`config.mk`:
```
export PLATFORM = sky130hd
export DESIGN_NAME = sort_stream_engine_flat
export DESIGN_NICKNAME = d
export VERILOG_FILES = /design/src/rtl/sort_pkg.sv /design/src/rtl/sort_stream_engine_if.sv /design/src/rtl/sort_insert_cell.sv /design/src/rtl/sort_stream_engine.sv /design/src/flat_wrapper.sv
export SDC_FILE = /design/constraint.sdc
export NUM_CORES = 1
export LEC_CHECK = 0
export BUFFER_PORTS_ARGS = -buffer_cell sky130_fd_sc_hd__buf_2
export CAP_MARGIN = 20
export CORE_MARGIN = 4
export CORE_UTILIZATION = 63
export CTS_CLUSTER_SIZE = 30
export DETAILED_ROUTE_END_ITERATION = 10
export PLACE_DENSITY_LB_ADDON = 0.05
export SYNTH_ARGS = -nofsm -noshare
export SYNTH_HDL_FRONTEND = slang
export SYNTH_SLANG_ARGS = --single-unit
```
`constraint.sdc`:
```
create_clock -name clk -period 6.5 [get_ports clk]
set_input_delay 0.975 -clock clk [delete_from_list [all_inputs] [get_ports clk]]
set_output_delay 0.975 -clock clk [all_outputs]
set_load 0.01 [all_outputs]
```
`src/rtl/sort_pkg.sv`:
```
// Shared state encoding, slot layout and rank rule for the streaming sorter.
// Slot fields are sized at a ceiling; narrower configurations zero-extend into them.
package sort_pkg;

  localparam int DEF_N_ENTRY  = 8;
  localparam int DEF_CHAR_W   = 4;
  localparam int DEF_WEIGHT_W = 5;
  localparam int CHAR_W_MAX   = 8;
  localparam int WEIGHT_W_MAX = 16;

  typedef enum logic [1:0] {
    S_IDLE,
    S_LOAD,
    S_DRAIN
  } state_t;

  typedef struct packed {
    logic                    valid;
    logic [CHAR_W_MAX-1:0]   ch;
    logic [WEIGHT_W_MAX-1:0] weight;
  } slot_t;

  // True when a must sit strictly ahead of b; equal keys return 0 so earlier arrivals stay first.
  function automatic logic ranks_before(input slot_t a, input slot_t b, input logic mode);
    logic [WEIGHT_W_MAX+CHAR_W_MAX-1:0] ka;
    logic [WEIGHT_W_MAX+CHAR_W_MAX-1:0] kb;
    if (!a.valid) return 1'b0;
    if (!b.valid) return 1'b1;
    ka = {a.weight, a.ch};
    kb = {b.weight, b.ch};
    return mode ? (ka < kb) : (ka > kb);
  endfunction

endpackage

```
`src/rtl/sort_stream_engine_if.sv`:
```
// Input and output stream bundle of the sorter; master is the upstream/downstream
// environment, slave is the engine.
interface sort_stream_engine_if #(
  parameter int CHAR_W   = sort_pkg::DEF_CHAR_W,
  parameter int WEIGHT_W = sort_pkg::DEF_WEIGHT_W,
  parameter int CNT_W    = $clog2(sort_pkg::DEF_N_ENTRY + 1)
);

  logic                in_valid;
  logic                in_ready;
  logic [CHAR_W-1:0]   in_char;
  logic [WEIGHT_W-1:0] in_weight;
  logic                in_last;
  logic                in_mode;
  logic                out_valid;
  logic                out_ready;
  logic [CHAR_W-1:0]   out_char;
  logic [WEIGHT_W-1:0] out_weight;
  logic                out_last;
  logic [CNT_W-1:0]    out_count;

  modport master (
    output in_valid, in_char, in_weight, in_last, in_mode, out_ready,
    input  in_ready, out_valid, out_char, out_weight, out_last, out_count
  );

  modport slave (
    input  in_valid, in_char, in_weight, in_last, in_mode, out_ready,
    output in_ready, out_valid, out_char, out_weight, out_last, out_count
  );

endinterface

```
`src/rtl/sort_insert_cell.sv`:
```
// One slot of the insertion array: keeps its entry, takes the new beat, or takes
// the entry of the slot above when the new beat lands higher up.
module sort_insert_cell
  import sort_pkg::*;
(
  input  slot_t i_new,
  input  slot_t i_prev,
  input  slot_t i_own,
  input  logic  i_mode,
  input  logic  i_prev_take,
  output logic  o_take,
  output slot_t o_next
);

  // The take chain is monotonic because the array is sorted with empties at the tail.
  always_comb begin
    o_take = ranks_before(i_new, i_own, i_mode);
    o_next = i_own;
    if (i_prev_take) begin
      o_next = i_prev;
    end else if (o_take) begin
      o_next = i_new;
    end
  end

endmodule

```
`src/rtl/sort_stream_engine.sv`:
```
// Streaming insertion sorter: loads up to N_ENTRY (char, weight) beats, keeps them
// ranked on every insert, then drains them in rank order with backpressure.
module sort_stream_engine
  import sort_pkg::*;
#(
  parameter int N_ENTRY  = DEF_N_ENTRY,
  parameter int CHAR_W   = DEF_CHAR_W,
  parameter int WEIGHT_W = DEF_WEIGHT_W,
  parameter int CNT_W    = $clog2(N_ENTRY + 1)
) (
  input logic clk,
  input logic rst_n,
  sort_stream_engine_if.slave bus
);

  state_t           r_state;
  state_t           w_next_state;
  slot_t            r_slots [N_ENTRY];
  logic [CNT_W-1:0] r_count;
  logic [CNT_W-1:0] r_total;
  logic             r_mode;

  slot_t            w_new;
  slot_t            w_empty;
  slot_t            w_prev [N_ENTRY];
  slot_t            w_ins  [N_ENTRY];
  logic [N_ENTRY:0] w_chain;
  logic             w_ins_mode;
  logic             w_in_ready;
  logic             w_in_fire;
  logic             w_in_done;
  logic             w_out_valid;
  logic             w_out_last;
  logic             w_out_fire;

  assign w_empty    = '0;
  assign w_chain[0] = 1'b0;
  assign w_ins_mode = (r_state == S_IDLE) ? bus.in_mode : r_mode;
  assign w_in_fire  = bus.in_valid && w_in_ready;
  assign w_out_fire = w_out_valid && bus.out_ready;

  always_comb begin
    w_new        = '0;
    w_new.valid  = 1'b1;
    w_new.ch     = CHAR_W_MAX'(bus.in_char);
    w_new.weight = WEIGHT_W_MAX'(bus.in_weight);
  end

  for (genvar g = 0; g < N_ENTRY; g++) begin : g_cell
    if (g == 0) begin : g_head
      assign w_prev[g] = w_empty;
    end else begin : g_body
      assign w_prev[g] = r_slots[g-1];
    end

    sort_insert_cell u_cell (
      .i_new       (w_new),
      .i_prev      (w_prev[g]),
      .i_own       (r_slots[g]),
      .i_mode      (w_ins_mode),
      .i_prev_take (w_chain[g]),
      .o_take      (w_chain[g+1]),
      .o_next      (w_ins[g])
    );
  end

  always_comb begin
    w_next_state = r_state;
    w_in_done    = 1'b0;
    w_in_ready   = rst_n && (r_state != S_DRAIN);
    w_out_valid  = (r_state == S_DRAIN);
    w_out_last   = w_out_valid && (r_count == CNT_W'(1));
    case (r_state)
      S_IDLE, S_LOAD: begin
        if (w_in_fire) begin
          w_in_done    = bus.in_last || (r_count == CNT_W'(N_ENTRY - 1));
          w_next_state = w_in_done ? S_DRAIN : S_LOAD;
        end
      end
      S_DRAIN: begin
        if (w_out_fire && w_out_last) begin
          w_next_state = S_IDLE;
        end
      end
      default: w_next_state = S_IDLE;
    endcase
  end

  always_comb begin
    bus.in_ready   = w_in_ready;
    bus.out_valid  = w_out_valid;
    bus.out_last   = w_out_last;
    bus.out_char   = w_out_valid ? CHAR_W'(r_slots[0].ch) : '0;
    bus.out_weight = w_out_valid ? WEIGHT_W'(r_slots[0].weight) : '0;
    bus.out_count  = w_out_valid ? r_total : '0;
  end

  // The top of the take chain doubles as a room flag, so a full table is never overwritten.
  always_ff @(posedge clk) begin
    if (!rst_n) begin
      r_state <= S_IDLE;
      r_mode  <= 1'b0;
      r_count <= '0;
      r_total <= '0;
      for (int i = 0; i < N_ENTRY; i++) r_slots[i] <= '0;
    end else begin
      r_state <= w_next_state;
      if (w_in_fire) begin
        if (w_chain[N_ENTRY]) begin
          for (int i = 0; i < N_ENTRY; i++) r_slots[i] <= w_ins[i];
        end
        r_count <= r_count + CNT_W'(1);
        r_total <= r_count + CNT_W'(1);
        if (r_state == S_IDLE) r_mode <= bus.in_mode;
      end else if (w_out_fire) begin
        if (w_out_last) begin
          r_mode  <= 1'b0;
          r_count <= '0;
          r_total <= '0;
          for (int i = 0; i < N_ENTRY; i++) r_slots[i] <= '0;
        end else begin
          r_count <= r_count - CNT_W'(1);
          for (int i = 0; i < N_ENTRY - 1; i++) r_slots[i] <= r_slots[i+1];
          r_slots[N_ENTRY-1] <= '0;
        end
      end
    end
  end

endmodule

```
`src/flat_wrapper.sv`:
```
// flat-port wrapper written by rule: the top's interface ports become plain ports
module sort_stream_engine_flat import sort_pkg::*;
#(
  parameter int N_ENTRY  = DEF_N_ENTRY,
  parameter int CHAR_W   = DEF_CHAR_W,
  parameter int WEIGHT_W = DEF_WEIGHT_W,
  parameter int CNT_W    = $clog2(N_ENTRY + 1)
)
  (clk, rst_n, bus_in_valid, bus_in_char, bus_in_weight, bus_in_last, bus_in_mode, bus_out_ready, bus_in_ready, bus_out_valid, bus_out_char, bus_out_weight, bus_out_last, bus_out_count);
  sort_stream_engine_if #(.CHAR_W(CHAR_W), .WEIGHT_W(WEIGHT_W), .CNT_W(CNT_W)) bus_i ();
  input logic clk;
  input logic rst_n;
  input wire logic [$bits(bus_i.in_valid)-1:0] bus_in_valid;
  input wire logic [$bits(bus_i.in_char)-1:0] bus_in_char;
  input wire logic [$bits(bus_i.in_weight)-1:0] bus_in_weight;
  input wire logic [$bits(bus_i.in_last)-1:0] bus_in_last;
  input wire logic [$bits(bus_i.in_mode)-1:0] bus_in_mode;
  input wire logic [$bits(bus_i.out_ready)-1:0] bus_out_ready;
  output wire logic [$bits(bus_i.in_ready)-1:0] bus_in_ready;
  output wire logic [$bits(bus_i.out_valid)-1:0] bus_out_valid;
  output wire logic [$bits(bus_i.out_char)-1:0] bus_out_char;
  output wire logic [$bits(bus_i.out_weight)-1:0] bus_out_weight;
  output wire logic [$bits(bus_i.out_last)-1:0] bus_out_last;
  output wire logic [$bits(bus_i.out_count)-1:0] bus_out_count;
  assign bus_i.in_valid = bus_in_valid;
  assign bus_i.in_char = bus_in_char;
  assign bus_i.in_weight = bus_in_weight;
  assign bus_i.in_last = bus_in_last;
  assign bus_i.in_mode = bus_in_mode;
  assign bus_i.out_ready = bus_out_ready;
  assign bus_in_ready = bus_i.in_ready;
  assign bus_out_valid = bus_i.out_valid;
  assign bus_out_char = bus_i.out_char;
  assign bus_out_weight = bus_i.out_weight;
  assign bus_out_last = bus_i.out_last;
  assign bus_out_count = bus_i.out_count;
  sort_stream_engine #(.N_ENTRY(N_ENTRY), .CHAR_W(CHAR_W), .WEIGHT_W(WEIGHT_W), .CNT_W(CNT_W)) u_core (.clk(clk), .rst_n(rst_n), .bus(bus_i));
endmodule
```
==> results of run 1 <==
==> sequential cells by signal, summed over array words and instances, names as in the netlist <==
register / cells
u_core.r_mode: 1
u_core.r_total: 4
u_core.r_count: 4
u_core.r_state: 2
u_core.r_slots: 200
==> per-stage QoR <==
step / hold WS (ns) / instances / power (W)
floorplan: 0.439 / 1129 / 0.00212
global placement: 0.454 / 1320 / 0.00228
detailed placement: 0.453 / 1322 / 0.00229
CTS: 0.462 / 1364 / 0.00359
global route: 0.487 / 1365 / 0.00374
finish: 0.457 / 1365 / 0.00359
==> logic make-up (layout without fill, tap and decap cells) <==
family | Yosys count | count (layout) | synth area share (%)
DFF | 211 | 211 | 48.2
and+or+nand+nor | 292 | 292 | 12.5
AOI/OAI and AO/OA | 348 | 348 | 21.8
muxes | 43 | 43 | 3.76
xor gates and xnor gates | 2 | 2 | 0.147
buffers and inverters | 158 | 165 | 5.66
adders and majority gates | 75 | 75 | 7.90
==> critical path: cells and delay by family <==
family,cells,cell delay (ns)
compound gates,4,1.65
fa+ha+maj,1,0.31
buf+inv,2,0.55
simple gates,3,0.87
==> routing by layer <==
metal	global-route usage, %	share of wire, %	up-vias
li1	-	-	4274
met1	40.4	46	4315
met2	39.9	43	357
met3	3.40	7.4	44
met4	7.55	2.9	0
met5	0	0	-
==> how the worst min path moves through the flow <==
stage,from,end,depth (start not counted)
after floorplan,u_core.r_total[1],u_core.r_total[1],2
after global placement,u_core.r_total[1],u_core.r_total[1],2
after detailed placement,u_core.r_total[1],u_core.r_total[1],2
after CTS,u_core.r_total[1],u_core.r_total[1],2
after global routing,u_core.r_total[1],u_core.r_total[1],2
final,u_core.r_total[1],u_core.r_total[1],2
==> cell usage in the layout, fill, tap and decap left out, drive strengths merged, types with 14 or more instances in the layout <==
cell    count
inv        74
a22oi      28
nand3      24
nand2      86
nor2       66
buf        50
a22o       88
a21o       30
nor4       25
o311ai     18
dfxtp      61
a21oi      62
and3       26
and2       14
clkbuf     28
edfxtp    150
o21ai      49
a32oi      15
nor2b      16
mux2i      33
ha         75
==> area by class of cell <==
| cell class | count | area [um2] | share of cell area [%] |
|---|---|---|---|
| clock buffers | 28 | 604 | 4.68 |
| clock inverters | 14 | 149 | 1.15 |
| inverters | 73 | 274 | 2.12 |
| multi-input cells | 760 | 5530 | 42.9 |
| flip-flops and latches | 211 | 5730 | 44.4 |
| well taps | 229 | 287 | 2.22 |
| repair buffers | 50 | 335 | 2.60 |
==> power groups by stage <==
| stage | registers, W | logic [W] | clock network [W] |
|---|---|---|---|
| final | 0.00173 | 0.000542 | 0.00132 |
| after global placement | 0.00175 | 0.000523 | 0 |
| after global routing | 0.00175 | 0.000611 | 0.00138 |
| after CTS | 0.00173 | 0.000539 | 0.00133 |
| after detailed placement | 0.00175 | 0.000537 | 0 |
| after floorplan | 0.00170 | 0.000422 | 0 |
==> impl_metrics.py, run 1 <==
metrics = {
    "outcome": {
        "status": "finished, final reports clean",
    },
    "grt": {
        "grt_pass1_wl_mm": 45.9,
        "antenna_found_initial": 0,
        "grt_pass1_vias": 8361,
        "grt_usage_pct": 26.5,
        "overflow": 0,
        "grt_max_degree": 75,
    },
    "synthesis": {
        "yosysMostFrequentCell": "edfxtp_1",
        "syn-cell-area_mm2": 0.0119,
        "synthTopCellsByCount": "edfxtp_1 (150), a22o_1 (88), nand2_1 (86)",
        "synth_top_area_cell": "edfxtp_1",
        "synth_edf_count": 150,
        "yosys-top-cells-area": "edfxtp_1 (38%), dfxtp_1 (10%), ha_1 (7.9%)",
        "netlist_instances": 1129,
        "ys.flop_type": "edfxtp_1",
        "syn_avg_cell_area_um2": 10.5,
        "synth_nets": 1219,
        "yosysTopAreaCellShare_pct": 37.9,
        "yosysSeqAreaShare_pct": 48.2,
        "synth-seq-cells": 211,
        "yosysUniqueCellTypes": 70,
        "synth_warnings": 0,
        "synthArstFlopShare_pct": 0,
    },
    "power_and_ir_drop": {
        "power_switching_share_pct": 27.7,
        "p_comb_share_pct": 15.1,
        "leakage_nw": 5.25,
        "power.share.clock_pct": 36.6,
        "p_seq_share_pct": 48.3,
        "ir_worst_vdd_uv": 242,
        "power_density_mw_per_mm2": 278,
        "intPower_w": 0.00260,
        "p_switching_w": 0.000994,
    },
    "sta": {
        "skew_ns": 0.0213,
        "fmax_mhz": 253,
        "worstMarginPinSlew_ns": 1.01,
        "fin_crit_ns": 3.96,
        "final_max_slew_viol_count": 0,
        "setup_viol": 0,
        "max-slew-margin-rel_pct": 31.2,
        "finalHoldViolCount": 0,
        "fin_ws_ns": 2.54,
        "fin_crit_sh_pct": 60.9,
        "tns_ns": 0,
        "rsz0062_at_grt": "no",
    },
    "critical_path": {
        "r2r_cells": 10,
        "crit_top_cell": "a221oi_1",
        "r2r_end": "u_core.r_slots[1][16]",
        "crit_end": "u_core.r_slots[1][16]",
        "crit-reg2reg-launch": "u_core.r_slots[0][78]",
        "rrSetupSlack_ns": 2.87,
        "critPathSlowestCell": "o211ai_4",
        "cp_cell_sequence": "buf_2, ha_1, and3_1, a221oi_1, a211o_1, nand4_2, o211ai_4, nand2b_1, buf_8, a221oi_1",
        "criticalPathCategory": "input port to flop",
        "cp-start-kind": "input port",
        "cp_slowest_stage_delay_ns": 0.82,
        "critical_path_arrival_ns": 4.38,
        "crit_path_end_kind": "flop",
        "crit_start": "bus_in_weight[3]",
        "cp_max_fo": 25,
        "cp.required_ns": 6.92,
    },
    "floorplan": {
        "die-area_mm2": 0.0211,
        "core-area_mm2": 0.0183,
        "top_level_ports": 31,
        "rows": 49,
        "die_w_um": 145,
        "fp.dieH_um": 145,
        "start_util_pct": 65.0,
    },
    "placement": {
        "dpl_cell_area_mm2": 0.0121,
        "place.gp.congestion": 0.941,
        "pre_cts_ws_ns": 1.57,
        "portBuffers": 30,
        "hpwl_mm": 20.1,
    },
    "clock_tree": {
        "clk_pin_slew_worst_paths_ns": 0.06,
        "cts_tree": "built",
        "clock-sinks": 211,
        "post_cts_buffers": 0,
        "ctsResizeCount": 0,
        "clockRootBuffer": "clkbuf_16",
        "clkLatencyLatePin_ns": 0.52,
        "cts_inserted_buffers": 23,
        "cts_hold_buffers": 0,
        "htree_levels": 1,
        "clock_path_buffers": 3,
    },
    "route": {
        "antenna_left": 0,
        "num_vias": 8990,
        "drtPass1Iterations": 6,
        "drc": 0,
        "viasPerCell": 6.59,
        "drt_iter0_drc": 777,
        "routed_wl_mm": 28.6,
        "wire_per_inst_um": 20.9,
    },
    "final_layout": {
        "syn_to_final_growth_pct": 8.64,
        "nets": 1209,
        "num_antenna_cells": 0,
        "fin_util_pct": 70.6,
        "fillerInstances": 1333,
        "stdcell_area_mm2": 0.0129,
        "drive_above_1_share_pct": 11.5,
    },
    "job": {
        "cap_violations": 0,
    },
    "min_path": {
        "hold_class": "flop to flop",
    },
}
Power figures use the tool's default switching activity.
==> run 2: changes to the inputs <==
==> constraint.sdc (replaced) <==
create_clock -name clk -period 3.74 [get_ports clk]
set_input_delay 0.561 -clock clk [delete_from_list [all_inputs] [get_ports clk]]
set_output_delay 0.561 -clock clk [all_outputs]
set_load 0.01 [all_outputs]
==> impl_metrics.py, run 2 (synthesis results as in run 1) <==
metrics = {
    "power_and_ir_drop": {
        "intPower_w": 0.00445,
        "power_density_mw_per_mm2": 470,
        "leakage_nw": 5.36,
        "p_switching_w": 0.00171,
        "ir_worst_vdd_uv": 345,
        "p_comb_share_pct": 16.0,
        "p_seq_share_pct": 49.0,
        "power_switching_share_pct": 27.7,
        "power.share.clock_pct": 35.0,
    },
    "grt": {
        "grt_usage_pct": 26.7,
        "grt_pass1_vias": 8566,
        "grt_pass1_wl_mm": 46.3,
        "antenna_found_initial": 0,
        "grt_max_degree": 71,
        "overflow": 0,
    },
    "final_layout": {
        "seq_area_mm2": 0.00573,
        "mostFrequentLayoutCell": "edfxtp_1",
        "final_cells": 1389,
        "final_cell_mix": "edfxtp_1 (150), a22o_1 (88), nand2_1 (85)",
        "top_regs": "u_core.r_slots: 200 flops, u_core.r_count: 4 flops, u_core.r_total: 4 flops",
        "multi_input_area_mm2": 0.00553,
        "num_antenna_cells": 0,
        "largest_reg_flops": 200,
        "nets": 1234,
        "drive_above_1_share_pct": 13.1,
        "fillerInstances": 1355,
        "stdcell_area_mm2": 0.0131,
        "largest_register": "u_core.r_slots",
        "syn_to_final_growth_pct": 10.2,
    },
    "clock_tree": {
        "clk_pin_slew_worst_paths_ns": 0.06,
        "cts_hold_buffers": 0,
        "htree_levels": 1,
        "cts_inserted_buffers": 23,
        "clockRootBuffer": "clkbuf_16",
        "clkLatencyLatePin_ns": 0.50,
        "clock-sinks": 211,
        "ctsResizeCount": 0,
        "cts_tree": "built",
        "clock_path_buffers": 3,
        "post_cts_buffers": 0,
    },
    "critical_path": {
        "critical_path_arrival_ns": 3.35,
        "cp_max_fo": 65,
        "crit_buf_inv": 2,
        "criticalPathCategory": "flop to flop",
        "cp.required_ns": 4.08,
        "crit_top_cell": "nand2_1",
        "cp_slowest_stage_delay_ns": 0.55,
        "critPathSlowestCell": "buf_4",
        "cp_cell_sequence": "nand2b_1, inv_2, and2_0, nand2_1, nor2_4, buf_4, nand2_1, o21ai_0",
        "cp_top_family": "simple AND/OR/NAND/NOR gates",
        "cp-start-kind": "flop",
        "crit_path_end_kind": "flop",
    },
    "floorplan": {
        "fp.dieH_um": 145,
        "core-area_mm2": 0.0183,
        "top_level_ports": 31,
        "start_util_pct": 65.0,
        "die-area_mm2": 0.0211,
        "rows": 49,
        "die_w_um": 145,
    },
    "sta": {
        "hold_slack_ns": 0.347,
        "max-slew-margin-rel_pct": 29.5,
        "setup_viol": 0,
        "fin_ws_ns": 0.725,
        "tns_ns": 0,
        "finalHoldViolCount": 0,
        "worstMarginPinSlew_ns": 1.06,
        "fin_crit_ns": 3.01,
        "fmax_mhz": 332,
        "rsz0062_at_grt": "no",
        "fin_crit_sh_pct": 80.6,
        "skew_ns": 0.0131,
        "final_max_slew_viol_count": 0,
    },
    "outcome": {
        "status": "finished, final reports clean",
    },
    "min_path": {
        "hold_class": "input port to flop",
    },
    "placement": {
        "hpwl_mm": 21.5,
        "place_inst": 1348,
        "place.gp.congestion": 0.864,
        "pre_cts_ws_ns": 0.464,
        "portBuffers": 30,
        "dpl_cell_area_mm2": 0.0124,
    },
    "route": {
        "num_vias": 9169,
        "drt_iter0_drc": 648,
        "antenna_left": 0,
        "drtPass1Iterations": 7,
        "viasPerCell": 6.60,
        "wire_per_inst_um": 20.9,
        "routed_wl_mm": 29.0,
        "drc": 0,
    },
    "job": {
        "cap_violations": 0,
    },
}
[run 2: cell count changes in the layout (fill, tap and decap cells not counted), moves of 2 or more]
cell and delta:
clkbuf_1 -2, buf_12 +6, clkinv_1 +5, buf_4 +22
clkinv_2 -2, buf_8 -2
[run 2: final timing paths]
kind | start | slack, ns | end | cells after the start
worst max register to register | u_core.r_state[1] | 0.73 | u_core.r_slots[1][42] | 8
worst min-delay path | bus_in_valid | 0.35 | u_core.r_state[0] | 3
worst min register to register | u_core.r_total[1] | 0.47 | u_core.r_total[1] | 2
worst max-delay path | u_core.r_state[1] | 0.73 | u_core.r_slots[1][42] | 8
[run 2: power groups by stage]
stage / Combinational [W] / Sequential, W / Clock (W)
2_1_floorplan: 0.000738 / 0.00294 / 0
3_3_place_gp: 0.000947 / 0.00305 / 0
3_5_place_dp: 0.000979 / 0.00305 / 0
4_1_cts: 0.000986 / 0.00301 / 0.00218
5_1_grt: 0.00110 / 0.00304 / 0.00227
6_report: 0.000987 / 0.00302 / 0.00215
[run 2: layout make-up]
cell class | instances | share of cell area, %
Inverter | 73 | 2.09
Clock inverter | 16 | 0.975
Tap cell | 229 | 2.19
Timing Repair Buffer | 75 | 4.30
Multi-Input combinational cell | 760 | 42.2
Clock buffer | 25 | 4.45
Sequential cell | 211 | 43.7
[run 2: routing by layer]
metal	vias up	wire length, um	track usage, %	share of wire, %
li1	4332	-	-	-
met1	4454	13300	40.3	46
met2	339	13200	41.5	45
met3	44	1860	3.09	6.4
met4	0	668	6.65	2.3
met5	-	0	0	0
[run 2: worst register-to-register path, stage by stage (launching register included)]
cell and delay, ns:
dfxtp_1 0.41, nand2b_1 0.29, inv_2 0.22, and2_0 0.33, nand2_1 0.44, nor2_4 0.25
buf_4 0.55, nand2_1 0.23, o21ai_0 0.12
[run 2: through the flow]
step / utilization [%] / power [W]
3_5_place_dp: 67.8 / 0.00403
6_report: 71.6 / 0.00616
4_1_cts: 71.6 / 0.00617
3_3_place_gp: 67.8 / 0.00399
5_1_grt: 71.6 / 0.00641
2_1_floorplan: - / 0.00368
==> run 3: changes to the inputs <==
==> constraint.sdc (replaced) <==
create_clock -name clk -period 2.8 [get_ports clk]
set_input_delay 0.42 -clock clk [delete_from_list [all_inputs] [get_ports clk]]
set_output_delay 0.42 -clock clk [all_outputs]
set_load 0.01 [all_outputs]
==> impl_metrics.py, run 3 (synthesis results as in run 1) <==
metrics = {
    "route": {
        "viasPerCell": 6.69,
        "routed_wl_mm": 33.3,
        "drc": 0,
        "wire_per_inst_um": 22.5,
        "antenna_left": 0,
        "drt_iter0_drc": 1033,
        "num_vias": 9909,
        "drtPass1Iterations": 5,
    },
    "clock_tree": {
        "cts_hold_buffers": 0,
        "clkLatencyLatePin_ns": 0.53,
        "cts_tree": "built",
        "clk_pin_slew_worst_paths_ns": 0.06,
        "clock-sinks": 211,
        "cts_inserted_buffers": 23,
        "clockRootBuffer": "clkbuf_16",
        "clock_path_buffers": 3,
        "htree_levels": 1,
    },
    "power_and_ir_drop": {
        "ir_worst_vdd_uv": 564,
        "leakage_nw": 6.03,
        "power_w": 0.00905,
        "power_density_mw_per_mm2": 621,
    },
    "floorplan": {
        "die_w_um": 145,
        "fp.dieH_um": 145,
        "core-area_mm2": 0.0183,
        "rows": 49,
        "top_level_ports": 31,
        "start_util_pct": 65.0,
        "die-area_mm2": 0.0211,
    },
    "sta": {
        "max-slew-margin-rel_pct": 68.3,
        "fin_ws_ns": -0.0859,
        "final_max_slew_viol_count": 0,
        "fmax_mhz": 347,
        "finalHoldViolCount": 0,
        "worstMarginPinSlew_ns": 0.471,
        "skew_ns": 0.00915,
        "setup_viol": 41,
        "rsz0062_at_grt": "yes",
        "fin_crit_sh_pct": 103,
        "fin_crit_ns": 2.89,
    },
    "critical_path": {
        "critPathSlowestCell": "edfxtp_1",
        "criticalPathCategory": "flop to flop",
        "cp.required_ns": 3.05,
        "crit_path_end_kind": "flop",
        "cp-start-kind": "flop",
        "cp_cell_sequence": "inv_2, ha_4, a21o_1, a21oi_2, and3b_1, a211oi_2, a21oi_1, o211ai_1, clkbuf_8, a2bb2oi_4, clkbuf_16",
        "cp_max_fo": 6,
        "cp_slowest_stage_delay_ns": 0.43,
        "critical_path_arrival_ns": 3.13,
    },
    "job": {
        "cap_violations": 0,
    },
    "placement": {
        "hpwl_mm": 22.5,
        "dpl_cell_area_mm2": 0.0131,
        "place.gp.congestion": 0.860,
        "portBuffers": 30,
    },
    "outcome": {
        "status": "complete, but fails checks",
        "violations": "setup timing",
    },
    "min_path": {
        "hold_class": "input port to flop",
    },
    "final_layout": {
        "syn_to_final_growth_pct": 22.8,
        "nets": 1325,
        "stdcell_area_mm2": 0.0146,
        "top_regs": "u_core.r_slots: 200 flops, u_core.r_count: 4 flops, u_core.r_total: 4 flops",
        "largest_register": "u_core.r_slots",
        "fin_util_pct": 79.8,
        "final_cell_mix": "edfxtp_1 (150), buf_4 (94), a22o_1 (88)",
        "mostFrequentLayoutCell": "edfxtp_1",
        "drive_above_1_share_pct": 23.8,
        "largest_reg_flops": 200,
        "fillerInstances": 1131,
        "num_antenna_cells": 0,
    },
    "grt": {
        "overflow": 0,
        "antenna_found_initial": 0,
        "grt_max_degree": 85,
        "grt_pass1_wl_mm": 50.1,
        "grt_usage_pct": 29.1,
        "grt_pass1_vias": 9306,
    },
}
## run 3: routing by layer
metal | share of wire [%] | vias to the layer above | wire, um | GRT usage, %
met1 | 41 | 4823 | 13500 | 41.9
met5 | 0 | - | 0 | 0
met3 | 8.3 | 54 | 2750 | 3.31
li1 | - | 4522 | - | -
met4 | 2.2 | 0 | 740 | 8.02
met2 | 49 | 510 | 16200 | 47.2
## run 3: layout make-up
class | count | area [um2] | area share (%)
timing repair buffer | 165 | 1600 | 11.0
clock buffer | 25 | 583 | 4.00
sequential | 211 | 5740 | 39.3
clock inverter | 17 | 223 | 1.53
inverter | 73 | 278 | 1.90
tap | 229 | 287 | 1.96
multi-input combinational | 761 | 5870 | 40.3
## run 3: metrics by stage
stage	std cells	TNS [ns]	setup slack (ns)	hold slack, ns
floorplan	1129	-4.13	-0.0700	0.439
global placement	1403	-59.46	-0.395	0.465
detailed placement	1403	-74.14	-0.473	0.460
CTS	1448	0	0.00526	0.169
global route	1481	-8.46	-0.195	0.193
finish	1481	-1.53	-0.0859	0.173
## run 3: critical path: cells and delay by family, from the launching register on
| family | cells | cell delay [ns] |
|---|---|---|
| compound gates | 6 | 1.24 |
| fa+ha+maj | 1 | 0.19 |
| buf+inv | 3 | 0.54 |
| flops | 1 | 0.43 |
| simple gates | 1 | 0.19 |
## run 3: worst paths after layout
path / from / endpoint / slack [ns] / depth (start not counted)
max: u_core.r_slots[0][51] / u_core.r_slots[0][58] / -0.09 / 11
min: bus_in_valid / u_core.r_state[0] / 0.17 / 3
max reg2reg: u_core.r_slots[0][51] / u_core.r_slots[0][58] / -0.09 / 11
min reg2reg: u_core.r_total[1] / u_core.r_total[1] / 0.47 / 2
## run 3: repair_timing
item | CTS | global route
setup buffers | 2 | 23
endpoints found under the setup margin | 163 | 240
gates resized for setup | 8 | 63
cloned | 1 | 11
pin swaps | 2 | 28
## run 3: power by group
part,total [W],internal [W],switching (W)
registers,0.00402,0.00371,0.000315
clock network,0.00326,0.00198,0.00128
logic,0.00177,0.000832,0.000935
